[src/rtl/uart_arb_pkg.sv]
// Shared types and helpers for the UART transmit arbiter and its round-robin picker.
package uart_arb_pkg;

  localparam int DATA_W_DEF = 8;

  typedef enum logic [1:0] {
    IDLE   = 2'd0,
    LAUNCH = 2'd1,
    ACK    = 2'd2,
    WAIT   = 2'd3
  } arb_state_t;

  // Index width for n requesters; never zero so a 1-bit index is always available.
  function automatic int grant_w(input int n);
    return (n > 1) ? $clog2(n) : 1;
  endfunction

endpackage

[src/rtl/rr_pick.sv]
// Combinational round-robin selector: grants the first request strictly after
// i_last, wrapping, so the previous winner has the lowest priority.
module rr_pick #(
  parameter int N  = 4,
  parameter int GW = 2
) (
  input  logic [N-1:0]  i_req,
  input  logic [GW-1:0] i_last,
  output logic [N-1:0]  o_gnt,
  output logic [GW-1:0] o_idx,
  output logic          o_any
);

  always_comb begin
    logic [GW:0] v_pos;
    o_gnt = '0;
    o_idx = '0;
    o_any = 1'b0;
    v_pos = '0;
    // One extra bit holds i_last + k before the wrap, which stays below 2*N.
    for (int k = 1; k <= N; k++) begin
      v_pos = {1'b0, i_last} + (GW+1)'(k);
      if (v_pos >= (GW+1)'(N)) begin
        v_pos = v_pos - (GW+1)'(N);
      end
      if (!o_any && i_req[v_pos[GW-1:0]]) begin
        o_any                  = 1'b1;
        o_gnt[v_pos[GW-1:0]]   = 1'b1;
        o_idx                  = v_pos[GW-1:0];
      end
    end
  end

endmodule

[src/rtl/uart_tx_arbiter.sv]
// Round-robin scheduler sharing one uart_tx among NUM_REQ byte producers.
// Build option UART_ARB_LOCK_EN: stay on one requester until its last-of-packet byte completes.
module uart_tx_arbiter
  import uart_arb_pkg::*;
#(
  parameter int  NUM_REQ = 4,
  parameter int  DATA_W  = DATA_W_DEF,
  parameter int  CNT_W   = 16,
  localparam int GW      = grant_w(NUM_REQ)
) (
  input  logic                      i_clk,
  input  logic                      i_rst_n,
  input  logic [NUM_REQ-1:0]        i_req_valid,
  input  logic [NUM_REQ*DATA_W-1:0] i_req_data,
  input  logic [NUM_REQ-1:0]        i_req_last,
  output logic [NUM_REQ-1:0]        o_req_ready,
  output logic [DATA_W-1:0]         o_byte2send,
  output logic                      o_tx_start,
  input  logic                      i_tx_done,
  output logic [GW-1:0]             o_grant_id,
  output logic                      o_busy,
  output logic [CNT_W-1:0]          o_tx_count
);

  // state  | meaning
  // IDLE   | pick a requester and accept its byte in the same cycle
  // LAUNCH | tx_start high for this single cycle
  // ACK    | wait for tx_done low, i.e. the transmitter has started shifting
  // WAIT   | wait for tx_done high, i.e. the frame is finished

  arb_state_t          r_state;
  logic [DATA_W-1:0]   r_byte2send;
  logic                r_tx_start;
  logic                r_busy;
  logic [GW-1:0]       r_grant_id;
  logic [CNT_W-1:0]    r_tx_count;

  logic [NUM_REQ-1:0]  w_req;
  logic [NUM_REQ-1:0]  w_gnt;
  logic [GW-1:0]       w_idx;
  logic                w_any;
  logic [DATA_W-1:0]   w_bytes [NUM_REQ];

  for (genvar i = 0; i < NUM_REQ; i++) begin : g_bytes
    assign w_bytes[i] = i_req_data[i*DATA_W +: DATA_W];
  end

`ifdef UART_ARB_LOCK_EN
  logic r_lock;
  // While locked only the owner of the open packet may be picked.
  assign w_req = r_lock ? (i_req_valid & (NUM_REQ'(1) << r_grant_id)) : i_req_valid;
`else
  logic w_unused_last;
  assign w_unused_last = ^i_req_last;
  assign w_req         = i_req_valid;
`endif

  rr_pick #(
    .N  (NUM_REQ),
    .GW (GW)
  ) u_pick (
    .i_req  (w_req),
    .i_last (r_grant_id),
    .o_gnt  (w_gnt),
    .o_idx  (w_idx),
    .o_any  (w_any)
  );

  always_ff @(posedge i_clk or negedge i_rst_n) begin
    if (!i_rst_n) begin
      r_state     <= IDLE;
      r_byte2send <= '0;
      r_tx_start  <= 1'b0;
      r_busy      <= 1'b0;
      r_grant_id  <= GW'(NUM_REQ - 1);
      r_tx_count  <= '0;
`ifdef UART_ARB_LOCK_EN
      r_lock      <= 1'b0;
`endif
    end else begin
      r_tx_start <= 1'b0;
      case (r_state)
        IDLE: begin
          if (w_any) begin
            r_byte2send <= w_bytes[w_idx];
            r_grant_id  <= w_idx;
            r_tx_start  <= 1'b1;
            r_busy      <= 1'b1;
            r_state     <= LAUNCH;
`ifdef UART_ARB_LOCK_EN
            r_lock      <= ~i_req_last[w_idx];
`endif
          end
        end
        LAUNCH: r_state <= ACK;
        // A tx_done still high from the previous frame must not count as completion.
        ACK: begin
          if (!i_tx_done) begin
            r_state <= WAIT;
          end
        end
        WAIT: begin
          if (i_tx_done) begin
            r_tx_count <= r_tx_count + CNT_W'(1);
            r_busy     <= 1'b0;
            r_state    <= IDLE;
          end
        end
        default: r_state <= IDLE;
      endcase
    end
  end

  assign o_req_ready = (r_state == IDLE) ? w_gnt : '0;
  assign o_byte2send = r_byte2send;
  assign o_tx_start  = r_tx_start;
  assign o_grant_id  = r_grant_id;
  assign o_busy      = r_busy;
  assign o_tx_count  = r_tx_count;

endmodule
[config.mk]
export PLATFORM = sky130hd
export DESIGN_NAME = uart_tx_arbiter
export DESIGN_NICKNAME = d
export VERILOG_FILES = /design/src/rtl/uart_arb_pkg.sv /design/src/rtl/rr_pick.sv /design/src/rtl/uart_tx_arbiter.sv
export SDC_FILE = /design/constraint.sdc
export NUM_CORES = 1
export LEC_CHECK = 0
export ABC_AREA = 1
export BUFFER_PORTS_ARGS = -buffer_cell sky130_fd_sc_hd__buf_4
export CORE_MARGIN = 2
export CORE_UTILIZATION = 45
export DETAILED_ROUTE_END_ITERATION = 10
export GPL_TIMING_DRIVEN = 0
export PLACE_DENSITY = 0.73
export SETUP_SLACK_MARGIN = 0.3
export SYNTH_ARGS = -nofsm -noshare
export SYNTH_HDL_FRONTEND = slang
export SYNTH_SLANG_ARGS = --single-unit
[constraint.sdc]
create_clock -name i_clk -period 3.2 [get_ports i_clk]
set_input_delay 0.8 -clock i_clk [delete_from_list [all_inputs] [get_ports i_clk]]
set_output_delay 0.8 -clock i_clk [all_outputs]
set_load 0.02 [all_outputs]
==> impl_summary.txt, run 1 <==
----------------------------------------------------
[Synthesis]
  Distinct cell type count after synthesis ... 30
  Synth warnings ... 0
  Largest cells by area after synthesis ... dfrtp_1 (32%), nand2_1 (14%), nand3_1 (11%)
  Net count after synthesis ... 354
  Portion of the post-synthesis area used by sequential elements ... 0.348
  Mean cell area of the mapped netlist ... 7.24 µm²
  Number of register bits inferred by synthesis ... 30
  Fraction of post-synthesis cell area in the top cell type by area ... 0.324
  Cell Area, Synth ... 2160 µm²
  Synth area leader ... dfrtp_1
  Number of cells produced by synthesis ... 299

[Cells and area]
  Share of final-layout standard cells stronger than drive strength 1 ... 0.352
  Most frequent cells in the layout ... buf_4 (82), nand2_1 (72), inv_1 (47)
  Post-route cell area ... 3070 µm²
  Inserted Diodes ... 0
  Most frequent standard cell in the layout excluding fill and tap cells ... buf_4
  Area growth from synthesis to layout ... 41.9%
  Nets@finish ... 446

[Floorplanning]
  Floorplan Core Area ... 4690 µm²
  Horiz. Die Dim ... 73.4 µm
  Starting utilization of the core area ... 0.461
  Die footprint ... 5380 µm²
  Boundary Pins ... 75
  Site row count ... 25
  Die Span Y ... 73.4 µm

[Setup path]
  R2r startpoint ... o_grant_id[0]
  End of the worst register-to-register path ... o_byte2send[7]
  Setup slack of the worst register-to-register path ... 0.71 ns
  FF-to-FF path depth ... 16
  Critical Path Source Type ... register
  Slowest stage cell on the critical path ... dfstp_2
  Cell family with the largest share of critical-path delay ... buffers and inverters
  Critical-path maximum fanout ... 7
  Critical path buffer and inverter count ... 7
  Path type of the worst setup path ... reg2out
  Endpoint class of the critical path ... output port
  Critical Path AT ... 2.26 ns
  Critical path's largest stage delay ... 0.55 ns
  Data required time at the worst endpoint ... 2.40 ns
  CP cell instances ... buf_6, inv_4, buf_8, ha_4, inv_4, nand2_4, nand2_8, buf_4, a22oi_2, nand2_1, o21ai_1, inv_1, buf_6

[Timing]
  Slew headroom ... 0.754
  Worst-Margin Slew ... 0.368 ns
  Clock skew ... 0.00472 ns
  Final Setup Violations ... 0
  Final Slew Violations ... 0
  Setup repair after global routing missed its margin ... yes
  Post-Route Setup TNS ... 0 ns
  Final cycle utilization of the critical path ... 0.957
  Final period demand of the worst path ... 3.06 ns
  Maximum achievable frequency ... 0.327 GHz
  Final Hold Violating Endpoints ... 0

[Place]
  Port Buffer Count ... 70
  Post-Place Cell Area ... 2780 µm²
  Final weighted congestion in routability-driven placement ... 0.886
  Post-detailed-placement half-perimeter wirelength ... 3850 µm

[Routing]
  Sum of routed wire length over all layers ... 5330 µm
  Remaining number of nets flagged by the antenna check after routing ... 0
  Post-route DRC violation count ... 0
  Initial detailed-routing violation count ... 145
  Initial DRT Pass Iterations ... 4
  Detailed-route via count ... 2211
  Wire length per cell after detailed routing ... 11.9 µm
  Detailed-route vias per instance ... 4.96

[Clock network]
  TritonCTS clock tree ... built
  Num CTS Buffers ... 5
  Clock transition at the registers of the reported paths ... 0.06 ns
  Clock tree buffer depth ... 2
  Clock net sink count ... 30
  Number of H-tree levels ... 2
  Number of hold buffers added after cts ... 0
  Clock Root Buffer ... clkbuf_8
  Clk_lat worst skew ... 0.27 ns

[Power]
  Maximum resistive drop on vdd ... 0.542 mV
  Power Density ... 1120 nW/µm²
  Power, Total ... 3.45 mW
  Lkg Pwr ... 1.76 nW

[GRT]
  Number of antenna violations at the first check in global routing ... 0
  Global-route congestion overflow total ... 0
  Maximum number of pins on one net before global-route repair ... 31
  Gr usage total ... 0.208
  Global-route wire length before repair ... 8870 µm
  Via count of the first global-routing pass ... 2068

[Run status]
  Result of the run ... finished, final reports clean

[Flow run]
  Max Cap Viol ... 0

[Worst hold path]
  Tightest Hold Check Type ... in2async

----------------------------------------------------
-- worst max-delay path by stage --
stage	start	end	slack [ns]	depth (start not counted)
2_1_floorplan	o_grant_id[0]	o_req_ready[2]	0.32	14
3_3_place_gp	o_grant_id[0]	o_req_ready[3]	0.16	15
3_5_place_dp	o_grant_id[0]	o_req_ready[3]	0.12	15
4_1_cts	o_grant_id[0]	o_req_ready[3]	0.15	15
5_1_grt	o_grant_id[0]	o_req_ready[2]	0.02	13
6_report	o_grant_id[0]	o_req_ready[2]	0.14	13
-- layer usage --
metal | up-vias | wire length, µm | global-route usage
li1 | 1119 | - | -
met1 | 1007 | 2240 | 0.274
met2 | 78 | 2680 | 0.345
met3 | 7 | 363 | 0.0604
met4 | 0 | 44 | 0.0323
met5 | - | 0 | 0
-- synth_stat cells --
library cell	count
dfrtp_1	28
nor3_1	4
o21ai_0	6
nor2_2	2
mux2_2	1
buf_2	1
nand2_1	80
xnor2_1	4
or2_1	4
xor2_1	10
nand2_2	3
nand3_2	1
a22oi_1	3
buf_6	3
nand4_1	1
nand3_4	1
o21ai_1	5
nor2_1	12
nand3b_4	1
o21a_1	1
or2_2	8
a21oi_1	5
buf_4	1
inv_1	51
inv_2	1
nand3_1	46
nor2_4	1
o2111ai_1	1
dfstp_2	2
ha_1	12
-- cell type report --
class,count,area (µm²)
Clock inverter,1,5.00
Buffer,5,50.0
Multi-Input combinational cell,212,1250
Clock buffer,7,86.3
Sequential cell,30,753
Inverter,52,204
Tap cell,54,67.6
Timing Repair Buffer,85,653
Fill cell,416,1620
-- power by group --
group | internal (mW) | switching (mW) | total, mW
clock | 0.173 | 0.133 | 0.306
sequential | 0.521 | 0.0975 | 0.618
combinational | 1.06 | 1.46 | 2.52
-- sequential cells by signal (all words and copies together), names as in the netlist --
name,count
o_busy,1
o_tx_count,16
o_tx_start,1
o_grant_id,2
o_byte2send,8
r_state,2
-- stage by stage --
| stage | setup WS (ns) | util | cells | hold slack [ns] |
|---|---|---|---|---|
| 3_5_place_dp | 0.116 | 0.591 | 423 | 0.465 |
| 3_3_place_gp | 0.161 | 0.591 | 423 | 0.466 |
| 2_1_floorplan | 0.317 | - | 299 | 0.504 |
| 4_1_cts | 0.155 | 0.638 | 444 | 0.451 |
| 5_1_grt | 0.0193 | 0.655 | 446 | 0.460 |
| 6_report | 0.137 | 0.655 | 446 | 0.441 |
-- cell families (layout without fill, tap and decap cells) --
logic type               Yosys count  count (layout)  synth area share
adder cells (fa/ha/maj)           12              12            0.0694
buffers and inverters             57             150             0.112
flip-flops                        30              30             0.348
AND/OR/NAND/NOR                  164             164             0.354
XOR/XNOR                          14              14            0.0566
AO/OA/AOI/OAI                     21              21            0.0549
multiplexers                       1               1           0.00520
-- timing repair --
item | 4_1_cts | 5_1_grt
resized for setup | 12 | 15
setup endpoints to repair | 4 | 4
buffers inserted | 13 | 2
pin swaps | 5 | 7
Power figures use the tool's default switching activity.
==> inputs of run 2 (changes only) <==
Settings changed: CORE_UTILIZATION 45 to 24, PLACE_DENSITY 0.73 to default.
==> run 2 against run 1 <==
Sequential power fell by 0.8%. Hold slack improved by 0.0069 ns. Core utilization decreased by 30 points. Cell area grew 1.9%. Sequential share of layout area shrank 0.46 points. Critical path type unchanged. Largest power group unchanged.
==> impl_summary.txt, run 2 (synthesized netlist as in run 1, its figures left out) <==
----------------------------------------------------
[Clock network]
  Clock net sink count ... 30
  Clock tree buffer depth ... 2
  Number of H-tree levels ... 2
  TritonCTS clock tree ... built
  Num CTS Buffers ... 5
  Clock transition at the registers of the reported paths ... 0.06 ns
  Clock Root Buffer ... clkbuf_8
  Clk_lat worst skew ... 0.27 ns

[Place]
  Port Buffer Count ... 70
  Place WS ... 0.106 ns
  Post-detailed-placement half-perimeter wirelength ... 4200 µm
  Final weighted congestion in routability-driven placement ... 0.794

[Setup path]
  Critical Path AT ... 2.30 ns
  Path type of the worst setup path ... reg2out
  Critical path buffer and inverter count ... 7
  Critical-path maximum fanout ... 6
  Cell family with the largest share of critical-path delay ... buffers and inverters
  Setup slack of the worst register-to-register path ... 0.57 ns
  Critical Path Source Type ... register
  Data required time at the worst endpoint ... 2.40 ns
  FF-to-FF path depth ... 17
  R2r startpoint ... o_grant_id[0]
  Critical path's largest stage delay ... 0.55 ns
  Slowest stage cell on the critical path ... dfstp_2
  CP cell instances ... buf_6, inv_4, buf_8, ha_4, inv_4, nand2_4, nand2_4, nor2_4, nand2_2, inv_2, nand2_2, nor2_1, o21ai_1, inv_1, buf_6
  End of the worst register-to-register path ... o_byte2send[5]
  Endpoint class of the critical path ... output port

[Cells and area]
  Largest register FFs ... 16
  Area growth from synthesis to layout ... 44.6%
  Share of final-layout standard cells stronger than drive strength 1 ... 0.339
  Most frequent standard cell in the layout excluding fill and tap cells ... buf_4
  Inserted Diodes ... 0
  Most frequent cells in the layout ... buf_4 (82), nand2_1 (73), inv_1 (47)
  Filler cell count ... 876
  Nets@finish ... 446

[Timing]
  Final cycle utilization of the critical path ... 0.969
  Final Setup Violations ... 0
  Setup repair after global routing missed its margin ... yes
  Crit path setup slack, layout ... 0.0999 ns
  Maximum achievable frequency ... 0.323 GHz
  Worst-Margin Slew ... 0.399 ns
  Slew headroom ... 0.734
  Final Hold Violating Endpoints ... 0
  Final Slew Violations ... 0
  Final period demand of the worst path ... 3.10 ns
  Clock skew ... 0.00598 ns
  Post-Route Setup TNS ... 0 ns

[Floorplanning]
  Floorplan Core Area ... 8720 µm²
  Die Span Y ... 99.0 µm
  Starting utilization of the core area ... 0.248
  Site row count ... 34
  Horiz. Die Dim ... 99.0 µm
  Die footprint ... 9800 µm²
  Boundary Pins ... 75

[Routing]
  Detailed-route vias per instance ... 4.36
  Post-route DRC violation count ... 0
  Wire length per cell after detailed routing ... 11.3 µm
  Initial detailed-routing violation count ... 86
  Detailed-route via count ... 2181
  Sum of routed wire length over all layers ... 5640 µm
  Remaining number of nets flagged by the antenna check after routing ... 0
  Initial DRT Pass Iterations ... 4

[GRT]
  Maximum number of pins on one net before global-route repair ... 31
  Gr usage total ... 0.116
  Via count of the first global-routing pass ... 2082
  Number of antenna violations at the first check in global routing ... 0
  Global-route wire length before repair ... 9380 µm
  Global-route congestion overflow total ... 0

[Power]
  Lkg Pwr ... 1.75 nW
  Maximum resistive drop on vdd ... 0.441 mV
  Power Density ... 1120 nW/µm²

[Flow run]
  Max Cap Viol ... 0

[Run status]
  Result of the run ... finished, final reports clean

[Worst hold path]
  Tightest Hold Check Type ... in2async

----------------------------------------------------
[run 2: cell count changes in the layout (fill, tap and decap cells not counted), sizes merged]
cell	change
bufinv	+1
clkinv	-1
[run 2: routing by layer]
metal	GRT usage	share of wire
met3	0.0319	0.055
met2	0.185	0.45
met4	0.0327	0.016
met5	0	0
met1	0.155	0.48
[run 2: final cells by class]
type	instances	area [µm²]	area share
Multi-Input combinational cell	212	1230	0.392
Sequential cell	30	753	0.241
Timing Repair Buffer	85	653	0.209
Inverter	52	204	0.0651
Tap cell	108	135	0.0432
Clock buffer	7	76.3	0.0244
Buffer	5	50.0	0.0160
Clock inverter	1	30.0	0.00959
[run 2: through the flow]
step,instance area (µm²),utilization,instances,power (mW),hold WS (ns)
final,3130,0.359,500,3.50,0.448
after global routing,3130,0.359,500,3.84,0.474
after CTS,3070,0.352,497,3.39,0.456
after detailed placement,2840,0.326,477,2.81,0.462
after global placement,2840,0.326,477,2.78,0.458
after floorplan,2180,-,299,2.19,0.504
[run 2: worst max path at each step]
| stage | from | to | slack [ns] | cells past startpoint |
|---|---|---|---|---|
| after floorplan | o_grant_id[0] | o_req_ready[2] | 0.32 | 14 |
| after global placement | o_grant_id[0] | o_req_ready[3] | 0.13 | 15 |
| after detailed placement | o_grant_id[0] | o_req_ready[2] | 0.11 | 15 |
| after CTS | o_grant_id[0] | o_req_ready[2] | 0.11 | 15 |
| after global routing | o_grant_id[0] | o_req_ready[0] | -0.02 | 15 |
| final | o_grant_id[0] | o_req_ready[2] | 0.1 | 15 |
[run 2: power breakdown]
part	internal, mW	total, mW	leakage, nW	switching [mW]
clock	0.233	0.367	0.0524	0.134
sequential	0.520	0.613	0.357	0.0922
combinational	1.06	2.52	1.34	1.46
[run 2: what timing repair did]
item / CTS / global route
resized for setup: 10 / 12
hold buffers: 0 / 0
setup endpoints to repair: 4 / 4
pin swaps: 3 / 8
setup buffers: 12 / 3
==> inputs of run 3 (changes only) <==
Settings changed: REMOVE_ABC_BUFFERS from default to 1, TNS_END_PERCENT from default to 10.
==> run 3 against run 2 <==
Fmax increased by 2.4%. Cell count decreased by 2.6%. Die area unchanged. Critical path depth decreased by 3. Power decreased by 10%. Largest cell class unchanged. Cell area decreased by 4.8%. Register-to-register slack got worse by 0.03 ns. Largest power group unchanged. Sequential power about the same.
==> impl_summary.txt, run 3 (synthesized netlist as in run 1, its figures left out) <==
----------------------------------------------------
[Routing]
  Detailed-route vias per instance ... 4.25
  Sum of routed wire length over all layers ... 5370 µm
  Wire length per cell after detailed routing ... 11.0 µm
  Post-route DRC violation count ... 0
  Initial detailed-routing violation count ... 61
  Detailed-route via count ... 2069
  Initial DRT Pass Iterations ... 4
  Remaining number of nets flagged by the antenna check after routing ... 0

[Timing]
  Setup repair after global routing missed its margin ... yes
  Final Hold Violating Endpoints ... 0
  Worst-Margin Slew ... 0.517 ns
  Final cycle utilization of the critical path ... 0.946
  Final Slew Violations ... 0
  Maximum achievable frequency ... 0.330 GHz
  Clock skew ... 0.00608 ns
  Final period demand of the worst path ... 3.03 ns
  Slew headroom ... 0.655
  Post-Route Setup TNS ... 0 ns
  Final Setup Violations ... 0

[Cells and area]
  Final core utilization ... 0.342
  Most frequent standard cell in the layout excluding fill and tap cells ... nand2_1
  Post-route cell area ... 2980 µm²
  Inserted Diodes ... 0
  Most frequent cells in the layout ... nand2_1 (76), buf_4 (75), inv_1 (48)
  Post-layout instance count excluding filler cells ... 487
  Nets@finish ... 433
  Area growth from synthesis to layout ... 37.6%
  Largest register FFs ... 16
  Share of final-layout standard cells stronger than drive strength 1 ... 0.301

[Run status]
  Result of the run ... finished, final reports clean

[Setup path]
  Critical path's largest stage delay ... 0.55 ns
  Slowest stage cell on the critical path ... dfstp_2
  Critical Path Source Type ... register
  Critical-path maximum fanout ... 8
  Endpoint class of the critical path ... output port
  Critical Path AT ... 2.23 ns
  Data required time at the worst endpoint ... 2.40 ns
  CP cell instances ... clkinvlp_4, ha_4, nand3_2, nand2_4, nor2_4, nand2_2, inv_1, nand2_1, nand2_1, o21ai_1, inv_1, buf_6
  Path type of the worst setup path ... reg2out

[GRT]
  Global-route congestion overflow total ... 0
  GR met2 Demand/Resource ... 0.185
  Global routing's busiest layer ... met2
  Maximum number of pins on one net before global-route repair ... 31
  Number of antenna violations at the first check in global routing ... 0
  Met1 usage in global routing ... 0.141
  Via count of the first global-routing pass ... 1980
  Routing usage on met3 ... 0.0227
  Gr usage total ... 0.110
  Global-route wire length before repair ... 8870 µm

[Power]
  Power Density ... 1060 nW/µm²
  Lkg Pwr ... 1.68 nW
  Maximum resistive drop on vdd ... 0.400 mV

[Floorplanning]
  Die Span Y ... 99.0 µm
  Site row count ... 34
  Boundary Pins ... 75
  Starting utilization of the core area ... 0.248
  Horiz. Die Dim ... 99.0 µm
  Die footprint ... 9800 µm²
  Floorplan Core Area ... 8720 µm²

[Clock network]
  Number of hold buffers added after cts ... 0
  Clock net sink count ... 30
  TritonCTS clock tree ... built
  Clock tree buffer depth ... 2
  Clock Root Buffer ... clkbuf_8
  Number of H-tree levels ... 2
  Clock transition at the registers of the reported paths ... 0.06 ns
  Num CTS Buffers ... 5
  Clk_lat worst skew ... 0.27 ns

[Flow run]
  Max Cap Viol ... 0

[Place]
  Port Buffer Count ... 70
  Inst Count DP ... 472
  Post-detailed-placement half-perimeter wirelength ... 4020 µm
  Post-Place Cell Area ... 2780 µm²
  Final weighted congestion in routability-driven placement ... 0.830

[Worst hold path]
  Tightest Hold Check Type ... in2async

----------------------------------------------------
[run 3: through the flow]
stage / total power, mW / setup slack, ns / hold slack (ns)
floorplan: 2.05 / 0.184 / 0.504
global placement: 2.60 / -0.0979 / 0.460
detailed placement: 2.64 / -0.116 / 0.458
CTS: 3.12 / 0.225 / 0.456
global route: 3.48 / 0.0444 / 0.469
finish: 3.15 / 0.172 / 0.440
[run 3: per-layer routing]
metal	wire length, µm	vias up
met2	2640	44
met3	226	5
met1	2440	923
li1	-	1097
met4	58	0
met5	0	-
[run 3: timing repair]
action,4_1_cts,5_1_grt
pin swaps,6,6
endpoints found under the setup margin,13,8
resized for setup,13,5
setup buffers,6,1
[run 3: cell type report]
type	instances	area, µm²
multi-input combinational	212	1210
tap	108	135
inverter	52	204
timing repair buffer	77	586
clock buffer	8	90.1
fill	916	5740
sequential	30	753
[run 3: power by group]
group          total [mW]  leakage [nW]  internal, mW  switching, mW
registers           0.614         0.357         0.521         0.0935
clock network       0.307        0.0455         0.175          0.132
logic                2.23          1.28         0.868           1.36
[run 3: critical path: cells and delay by family, from the launching register on]
| kind | cells | cell delay (ns) |
|---|---|---|
| compound gates | 1 | 0.15 |
| flops | 1 | 0.55 |
| simple gates | 6 | 0.53 |
| buf+inv | 4 | 0.40 |
| fa+ha+maj | 1 | 0.33 |
[run 3: path summary, 6_finish.rpt]
check	from	endpoint	slack (ns)	cells after the start
hold / removal	i_rst_n	o_tx_count[6]	0.44	1
hold reg to reg	o_tx_count[15]	o_tx_count[15]	0.46	1
min in group i_clk	o_tx_count[15]	o_tx_count[15]	0.46	1
setup reg to reg	o_grant_id[1]	o_byte2send[6]	0.54	11
max in group asynchronous	i_rst_n	o_grant_id[1]	2.42	1
setup / recovery	o_grant_id[1]	o_req_ready[3]	0.17	12
